**src/rtl/instr_sequencer.sv**
```systemverilog
// instr_sequencer: multi-cycle fetch/decode/execute controller.
// Fetches 16-bit words over a req/ack handshake, strobes the decoder, launches the ALU,
// waits for completion, strobes writeback and advances the PC. NOP, reserved (0xE), jump,
// branch-if-zero and halt are resolved here without touching the ALU.
// Optional feature: define SEQ_WDOG_EN to add an ALU watchdog (WAIT -> ERR after
// WDOG_CYCLES cycles without alu_done). Without it, WAIT waits indefinitely and err is 0.
module instr_sequencer #(
    parameter int unsigned PC_W        = 8,
    parameter int unsigned WDOG_CYCLES = 255
) (
    input  logic            clk,
    input  logic            reset,
    input  logic            run,
    output logic            imem_req,
    output logic [PC_W-1:0] imem_addr,
    input  logic            imem_ack,
    input  logic [15:0]     imem_data,
    output logic [15:0]     inst,
    output logic            inst_wr,
    output logic            alu_start,
    input  logic            alu_done,
    input  logic            alu_zero,
    output logic            reg_we,
    output logic            halted,
    output logic            err,
    output logic [15:0]     retire_cnt
);

    localparam logic [2:0] StIdle   = 3'd0;
    localparam logic [2:0] StFetch  = 3'd1;
    localparam logic [2:0] StDecode = 3'd2;
    localparam logic [2:0] StExec   = 3'd3;
    localparam logic [2:0] StWait   = 3'd4;
    localparam logic [2:0] StWb     = 3'd5;
    localparam logic [2:0] StHalt   = 3'd6;
    localparam logic [2:0] StErr    = 3'd7;

    // Reject illegal configurations at elaboration time.
    if (PC_W < 8 || PC_W > 16) begin : g_bad_pc_w
        $error("instr_sequencer: PC_W must be in 8..16");
    end
    if (WDOG_CYCLES < 1 || WDOG_CYCLES > 65535) begin : g_bad_wdog
        $error("instr_sequencer: WDOG_CYCLES must be in 1..65535");
    end

    logic [2:0]      state_q, state_d;
    logic [PC_W-1:0] pc_q, pc_d;
    logic [15:0]     inst_q, inst_d;
    logic [15:0]     retire_q, retire_d;
    logic [PC_W-1:0] pc_inc;
    logic [PC_W-1:0] imm_ext;
    logic [2:0]      next_st;
    logic            retire;
    logic            wdog_expired;

    assign pc_inc  = pc_q + PC_W'(1);
    // Retirement target: keep going while run is high, otherwise park in IDLE.
    assign next_st = run ? StFetch : StIdle;

`ifdef SEQ_WDOG_EN
    localparam logic [15:0] WdogLast = 16'(WDOG_CYCLES - 1);

    logic [15:0] wdog_q, wdog_d;

    // Watchdog counter: cleared in EXEC (the only way into WAIT), counts WAIT cycles.
    always_comb begin
        wdog_d = wdog_q;
        if (state_q == StExec) begin
            wdog_d = '0;
        end else if (state_q == StWait) begin
            wdog_d = wdog_q + 16'd1;
        end
    end

    // Watchdog counter register.
    always_ff @(posedge clk or negedge reset) begin
        if (!reset) begin
            wdog_q <= '0;
        end else begin
            wdog_q <= wdog_d;
        end
    end

    // This WAIT cycle is the WDOG_CYCLES-th one without completion.
    assign wdog_expired = (wdog_q == WdogLast);
    assign err          = (state_q == StErr);
`else
    assign wdog_expired = 1'b0;
    assign err          = 1'b0;
`endif

    // Zero-extend the 8-bit immediate to the PC width.
    always_comb begin
        imm_ext      = '0;
        imm_ext[7:0] = inst_q[7:0];
    end

    // Next-state, PC, instruction latch and retirement decode.
    always_comb begin
        state_d = state_q;
        pc_d    = pc_q;
        inst_d  = inst_q;
        retire  = 1'b0;
        case (state_q)
            StIdle: begin
                if (run) begin
                    state_d = StFetch;
                end
            end
            StFetch: begin
                if (imem_ack) begin
                    inst_d  = imem_data;
                    state_d = StDecode;
                end
            end
            StDecode: begin
                case (inst_q[15:12])
                    4'h0, 4'hE: begin
                        pc_d    = pc_inc;
                        retire  = 1'b1;
                        state_d = next_st;
                    end
                    4'hC: begin
                        pc_d    = imm_ext;
                        retire  = 1'b1;
                        state_d = next_st;
                    end
                    4'hD: begin
                        pc_d    = alu_zero ? imm_ext : pc_inc;
                        retire  = 1'b1;
                        state_d = next_st;
                    end
                    4'hF: begin
                        state_d = StHalt;
                    end
                    default: begin
                        state_d = StExec;
                    end
                endcase
            end
            StExec: begin
                state_d = StWait;
            end
            StWait: begin
                // Completion wins over a watchdog expiry in the same cycle.
                if (alu_done) begin
                    state_d = StWb;
                end else if (wdog_expired) begin
                    state_d = StErr;
                end
            end
            StWb: begin
                pc_d    = pc_inc;
                retire  = 1'b1;
                state_d = next_st;
            end
            StHalt, StErr: begin
                state_d = state_q;
            end
            default: begin
                state_d = StIdle;
            end
        endcase
        retire_d = retire ? retire_q + 16'd1 : retire_q;
    end

    // Architectural state registers.
    always_ff @(posedge clk or negedge reset) begin
        if (!reset) begin
            state_q  <= StIdle;
            pc_q     <= '0;
            inst_q   <= '0;
            retire_q <= '0;
        end else begin
            state_q  <= state_d;
            pc_q     <= pc_d;
            inst_q   <= inst_d;
            retire_q <= retire_d;
        end
    end

    // Moore strobes decoded from the state register.
    assign imem_req   = (state_q == StFetch);
    assign inst_wr    = (state_q == StDecode);
    assign alu_start  = (state_q == StExec);
    assign reg_we     = (state_q == StWb);
    assign halted     = (state_q == StHalt);
    assign imem_addr  = pc_q;
    assign inst       = inst_q;
    assign retire_cnt = retire_q;

endmodule

```
**config.mk**
```make
export PLATFORM = sky130hd
export DESIGN_NAME = instr_sequencer
export DESIGN_NICKNAME = d
export VERILOG_FILES = /design/src/rtl/instr_sequencer.sv
export SDC_FILE = /design/constraint.sdc
export NUM_CORES = 1
export LEC_CHECK = 0
export BUFFER_PORTS_ARGS = -buffer_cell sky130_fd_sc_hd__buf_4
export CAP_MARGIN = 20
export CORE_MARGIN = 10
export CORE_UTILIZATION = 45
export DETAILED_ROUTE_END_ITERATION = 6
export GPL_TIMING_DRIVEN = 0
export HOLD_SLACK_MARGIN = 0.02
export PLACE_DENSITY_LB_ADDON = 0.15
export SLEW_MARGIN = 20
export SYNTH_ARGS = -nofsm -noshare
export SYNTH_HDL_FRONTEND = slang
export SYNTH_SLANG_ARGS = --single-unit
```
**constraint.sdc**
```tcl
create_clock -name clk -period 1.8 [get_ports clk]
set_input_delay 0.09 -clock clk [delete_from_list [all_inputs] [get_ports clk]]
set_output_delay 0.09 -clock clk [all_outputs]
set_load 0.02 [all_outputs]
```
# --- Word-level counts from Yosys, hierarchy flattened ---
# Index checks and enable logic that the tools add are counted.
totals:
  register_bits: 43
  input_bits: 22
  out_inout_bits: 46
  wordCells: 42
op_classes:
  n_addsub: 2
  eq_ne: 15
  mux: 11
  bitwise: 1
  n_reduce_logical: 9
ops:
  columns: ["op", "n"]
  rows:
  - ["$pmux 8 s3", 1]
  - ["$pmux 3 s6", 1]
  - ["$add 16x1->16 const B", 1]
  - ["$eq 4x4->1 const B", 4]
  - ["$pmux 8 s2", 1]
  - ["$eq 3x3->1 const B", 4]
  - ["$mux 3", 3]
  - ["$add 8x1->8 const B", 1]
  - ["$mux 8", 1]
  - ["$eq 3x2->1 const B", 2]
  - ["$pmux 3 s2", 1]
  - ["$logic_not 4->1", 1]
  - ["$ne 2x2->1 const B", 2]
  - ["$ne 4x1->1 const B", 1]
  - ["$reduce_and 2->1", 2]
  - ["$reduce_and 4->1", 1]
  - ["$reduce_or 2->1", 2]
  - ["$reduce_or 4->1", 1]
  - ["$eq 3x1->1 const B", 1]
  - ["$logic_not 3->1", 1]
  - ["$mux 1", 2]
  - ["$ne 2x1->1 const B", 1]
  - ["$pmux 1 s2", 1]
  - ["$reduce_bool 2->1", 1]
  - ["$not 1->1", 1]

# --- Depth between registers and ports, before layout ---
logic_depth:
  ltp_word: 4
  depth_mapped: 7
  depth_no_buf: 5

# --- Worst setup path before layout ---
# OpenSTA, ideal clock, no wires.
synth_timing:
  kind: "register to register"
  from: "register state_q[1]"
  to: "register inst_q[10] (netlist: inst[10])"
  arrival_ns: 2.093
  required_time_ns: 1.675
  path_slack_ns: -0.417
  path_stages_with_launch: 7
  n_path_buf: 3
  synth_period_minus_slack_ns: 2.217
  cell_sequence: "dfrtp_1 -> buf_6 -> nor3b_1 -> and2_1 -> buf_4 -> buf_2 -> mux2_2"
synth_via:
  elab_chain_len: 2
synth_lines:
  columns: ["item", "line_no", "rtl"]
  rows:
  - ["start: declaration", "46", "logic [2:0] state_q, state_d;"]
  - ["start signal: assignment", "170", "state_q <= StIdle;"]
  - ["start signal: assignment", "175", "state_q <= state_d;"]
  - ["$eq 3x1->1", null, null]
  - ["named net imem_req", "14", "output logic imem_req,"]
  - ["$reduce_and 2->1 (no source line)", null, null]
  - ["end signal: assignment", "177", "inst_q <= inst_d;"]
  - ["end: declaration", "48", "logic [15:0] inst_q, inst_d;"]
# The timed path passes the listed nets, and every way through them passes these cells.
# A chain may end at the register's enable or synchronous reset.

# --- Worst setup path after layout ---
layout_timing:
  from: "register inst_q[13] (netlist: inst[13])"
  to: "register pc_q[1] (netlist: imem_addr[1])"
layout_via:
  elab_chain_len: 4
  word_cells_on_any_way: 9
  classes_between: "eq/ne: 4; mux: 2; reduce/logical: 3"
layout_lines:
  columns: ["item", "line_no", "rtl"]
  rows:
  - ["$eq 4x4->1 / $logic_not 4->1 (equally long branches)", "117", "case (inst_q[15:12])"]
  - ["$reduce_or 2->1", "117", null]
  - ["$pmux 8 s3 / $ne 4x1->1 (equally long branches)", null, null]
  - ["$pmux 8 s2 / $reduce_and 2->1 (equally long branches)", null, null]
  - ["end signal: assignment", "176", "pc_q <= pc_d;"]
  - ["end: declaration", "47", "logic [PC_W-1:0] pc_q, pc_d;"]
# Parallel ways exist; a longest one is shown, timed or not.

==> reports/qor.txt <==
Tmin final - 1.816 ns
Largest net degree at the start of global routing - 44
Via count - 1,972
Max Clk Rate - 550.5 MHz
TNS Setup - -0.03277 ns
Final hold vios - 0
Setup Skew - 0.006206 ns
Initial antenna violation count - 0
Grt ovf - 0
Vias per cell - 5.344
CTS tree - yes
Post-synthesis simple-gate area fraction - 11.60%
Post-synth EDFFs - 0
Setup ws final - -0.01647 ns
Core region area - 0.004755 mm2
CP startpoint - inst[13]$_DFFE_PN0P_
Full die area - 0.008181 mm2
CP max FO - 5
Final core occ - 69.66%
Routed wire per std cell - 16.17 um
GP Congestion - 0.7885
Crit-path cells - nand3b_1 -> buf_4 -> nor3_4 -> mux2_4 -> mux2_4
CTS clk-pin slew, worst paths - 0.08 ns
Io pins - 68
Asr flop ratio synth - 100.0%
Worst Hold Class - input port to flop
Avg Cell Area, Syn - 11.51 um2
Worst Setup Path Type - flop to flop
Commonest cells after routing, fill and taps aside - buf_4, dfrtp_1, mux2_2, xor2_1, dlygate4sd3_1
Final setup viols - 2
Core Rows - 25
Synth Area in Compound Gates - 16.92%
Fin crit share - 100.9%
Die X - 90.45 um
Main combinational cell family by area after synthesis - compound AO/OA/AOI/OAI gates
Die Y-Extent - 90.45 um
Total of fill cells in the finished design - 394
Distinct cells, synth - 48
DR iter-0 viols - 97
CP endpoint kind - flop
Post-DRT Antenna Nets - 0
PD cells - 1477 mW/mm2
WP data required - 1.98 ns
Post-place instance area - 0.002848 mm2
Remaining DRCs - 0
Cell mode on critical path - mux2_4
Non-Filler Cell Area, Final - 0.003312 mm2
Number of max-cap violations - 0
Commonest non-fill, non-tap cell in the layout - buf_4
DP HPWL - 4139 um
Synth Area in Adders - 1.681%
Antenna diodes - 0
Nets - 326
Xor and xnor area share after synthesis - 5.882%
First-pass GRT wire length - 9660 um
Worst r2r dst - imem_addr[1]$_DFFE_PN0P_
CTS Buffer Depth - 2
CTS root buffer - clkbuf_8
Mux cell area share after synthesis - 11.04%
Number of synthesized register bits - 43
Cell Area, Synth - 0.002233 mm2
Data arrival, critical path - 2.00 ns
Slack of the worst reg-to-reg path - -0.02 ns
RSZ-0062 raised after global routing - yes
Post-synth net total - 219
Initial core utilization - 46.97%
WL final - 5967 um
Tot Pwr - 4.892 mW
Vias in the first global route - 1,924
Sequential area share after synthesis - 48.18%
Pre-Repair DR Iteration Count - 4
Slew margin rel. - 64.59%
Reg2Reg Depth - 5
Failing checks - setup timing
Hold Path Sink - inst[14]$_DFFE_PN0P_
Synth Instances - 194
Crit path max-delay cell type - dfrtp_1
Hold wc startpoint - imem_data[14]
Num Clock Sinks - 43
H-tree depth - 2
Worst path max stage delay - 0.43 ns
Synth warn - 0
# port buffers - 66
Status - finished, violations left
Worst VDD drop - 0.8879 mV
Critical path startpoint category - flop
Hold path cells - 2
Num CTS Buffers - 5
Clock latency at the later pin of the worst-skew pair - 0.29 ns
Ys flop type - dfrtp_1
Total GRT Usage - 14.12%
Leak pwr - 1.569 nW
Share of cells above drive strength 1 - 47.02%
Slew Limit Fails - 0
Area growth from synthesis to layout - 48.29%
Worst-Margin Slew - 0.5311 ns
Reg-to-reg startpoint - inst[13]$_DFFE_PN0P_
==> logic make-up after synthesis <==
group | after synthesis
AND/OR/NAND/NOR | 44
multiplexers | 22
AO/OA/AOI/OAI | 49
adder cells (fa/ha/maj) | 3
flip-flops | 43
other | 1
XOR/XNOR | 15
buffers and inverters | 17
==> worst max path at each step <==
| stage | slack (ns) | cells after the start | endpoint |
|---|---|---|---|
| after floorplan | -0.06 | 7 | imem_addr[7]$_DFFE_PN0P_ |
| final | -0.02 | 5 | imem_addr[1]$_DFFE_PN0P_ |
| after detailed placement | -0.14 | 6 | imem_addr[1]$_DFFE_PN0P_ |
| after global routing | -0.09 | 5 | imem_addr[1]$_DFFE_PN0P_ |
| after CTS | -0.05 | 6 | imem_addr[7]$_DFFE_PN0P_ |
| after global placement | -0.13 | 6 | imem_addr[1]$_DFFE_PN0P_ |
==> area by class of cell <==
cell class                      count  area [um2]  area share (%)
Clock inverter                      1       5.005          0.1511
Timing Repair Buffer              103       823.3           24.86
Tap cell                           67       83.83           2.531
Multi-Input combinational cell    134        1150           34.72
Sequential cell                    43        1079           32.56
Clock buffer                        7       76.32           2.304
Inverter                            5       18.77          0.5667
Buffer                              9       76.32           2.304
==> layer usage <==
layer / track usage (%) / wire length, um / part of all wire, %
met1: 16.71 / 2522 / 42
met2: 22.58 / 2912 / 49
met3: 5.902 / 462 / 7.7
met4: 4.642 / 70 / 1.2
met5: 0 / 0 / 0
==> critical path: cells and delay by family (launching register included) <==
family | cells | cell delay, ns
multiplexers | 2 | 0.58
AND/OR/NAND/NOR | 2 | 0.52
flip-flops | 1 | 0.43
buffers and inverters | 1 | 0.18
==> cell usage after synthesis (4+ instances only) <==
| cell type | n | area [um2] |
|---|---|---|
| xor2_1 | 15 | 131.4 |
| nand3_1 | 10 | 50.05 |
| a21oi_1 | 6 | 30.03 |
| mux2_2 | 17 | 191.4 |
| a211oi_1 | 7 | 52.55 |
| a22oi_1 | 5 | 37.54 |
| mux2i_1 | 4 | 40.04 |
| nand2_1 | 10 | 37.54 |
| inv_1 | 5 | 18.77 |
| dfrtp_1 | 43 | 1076 |
| o21ai_0 | 4 | 20.02 |
==> power by group <==
part           switching, mW  internal [mW]  leakage (nW)
combinational           1.31           1.33         0.998
clock                  0.319          0.273        0.0422
sequential             0.362           1.30         0.529
==> what timing repair did <==
action	CTS	global route
endpoints found under the hold margin	56	1
resized for setup	9	15
setup endpoints to repair	21	27
buffers inserted	16	6
hold buffers	14	1
pin swaps	3	5
==> registers in the layout (all words and copies together), names as in the netlist <==
register,count
state_q,3
imem_addr,8
inst,16
retire_cnt,16
==> through the flow <==
stage               hold WS [ns]  instances  setup slack [ns]
detailed placement        0.1171        327           -0.1432
global route             0.02544        369          -0.08759
CTS                      0.02060        364          -0.05171
finish                   0.03124        369          -0.01647
floorplan                -0.2056        194          -0.06205
global placement          0.1171        327           -0.1333
(Power assumes the default switching activity.)
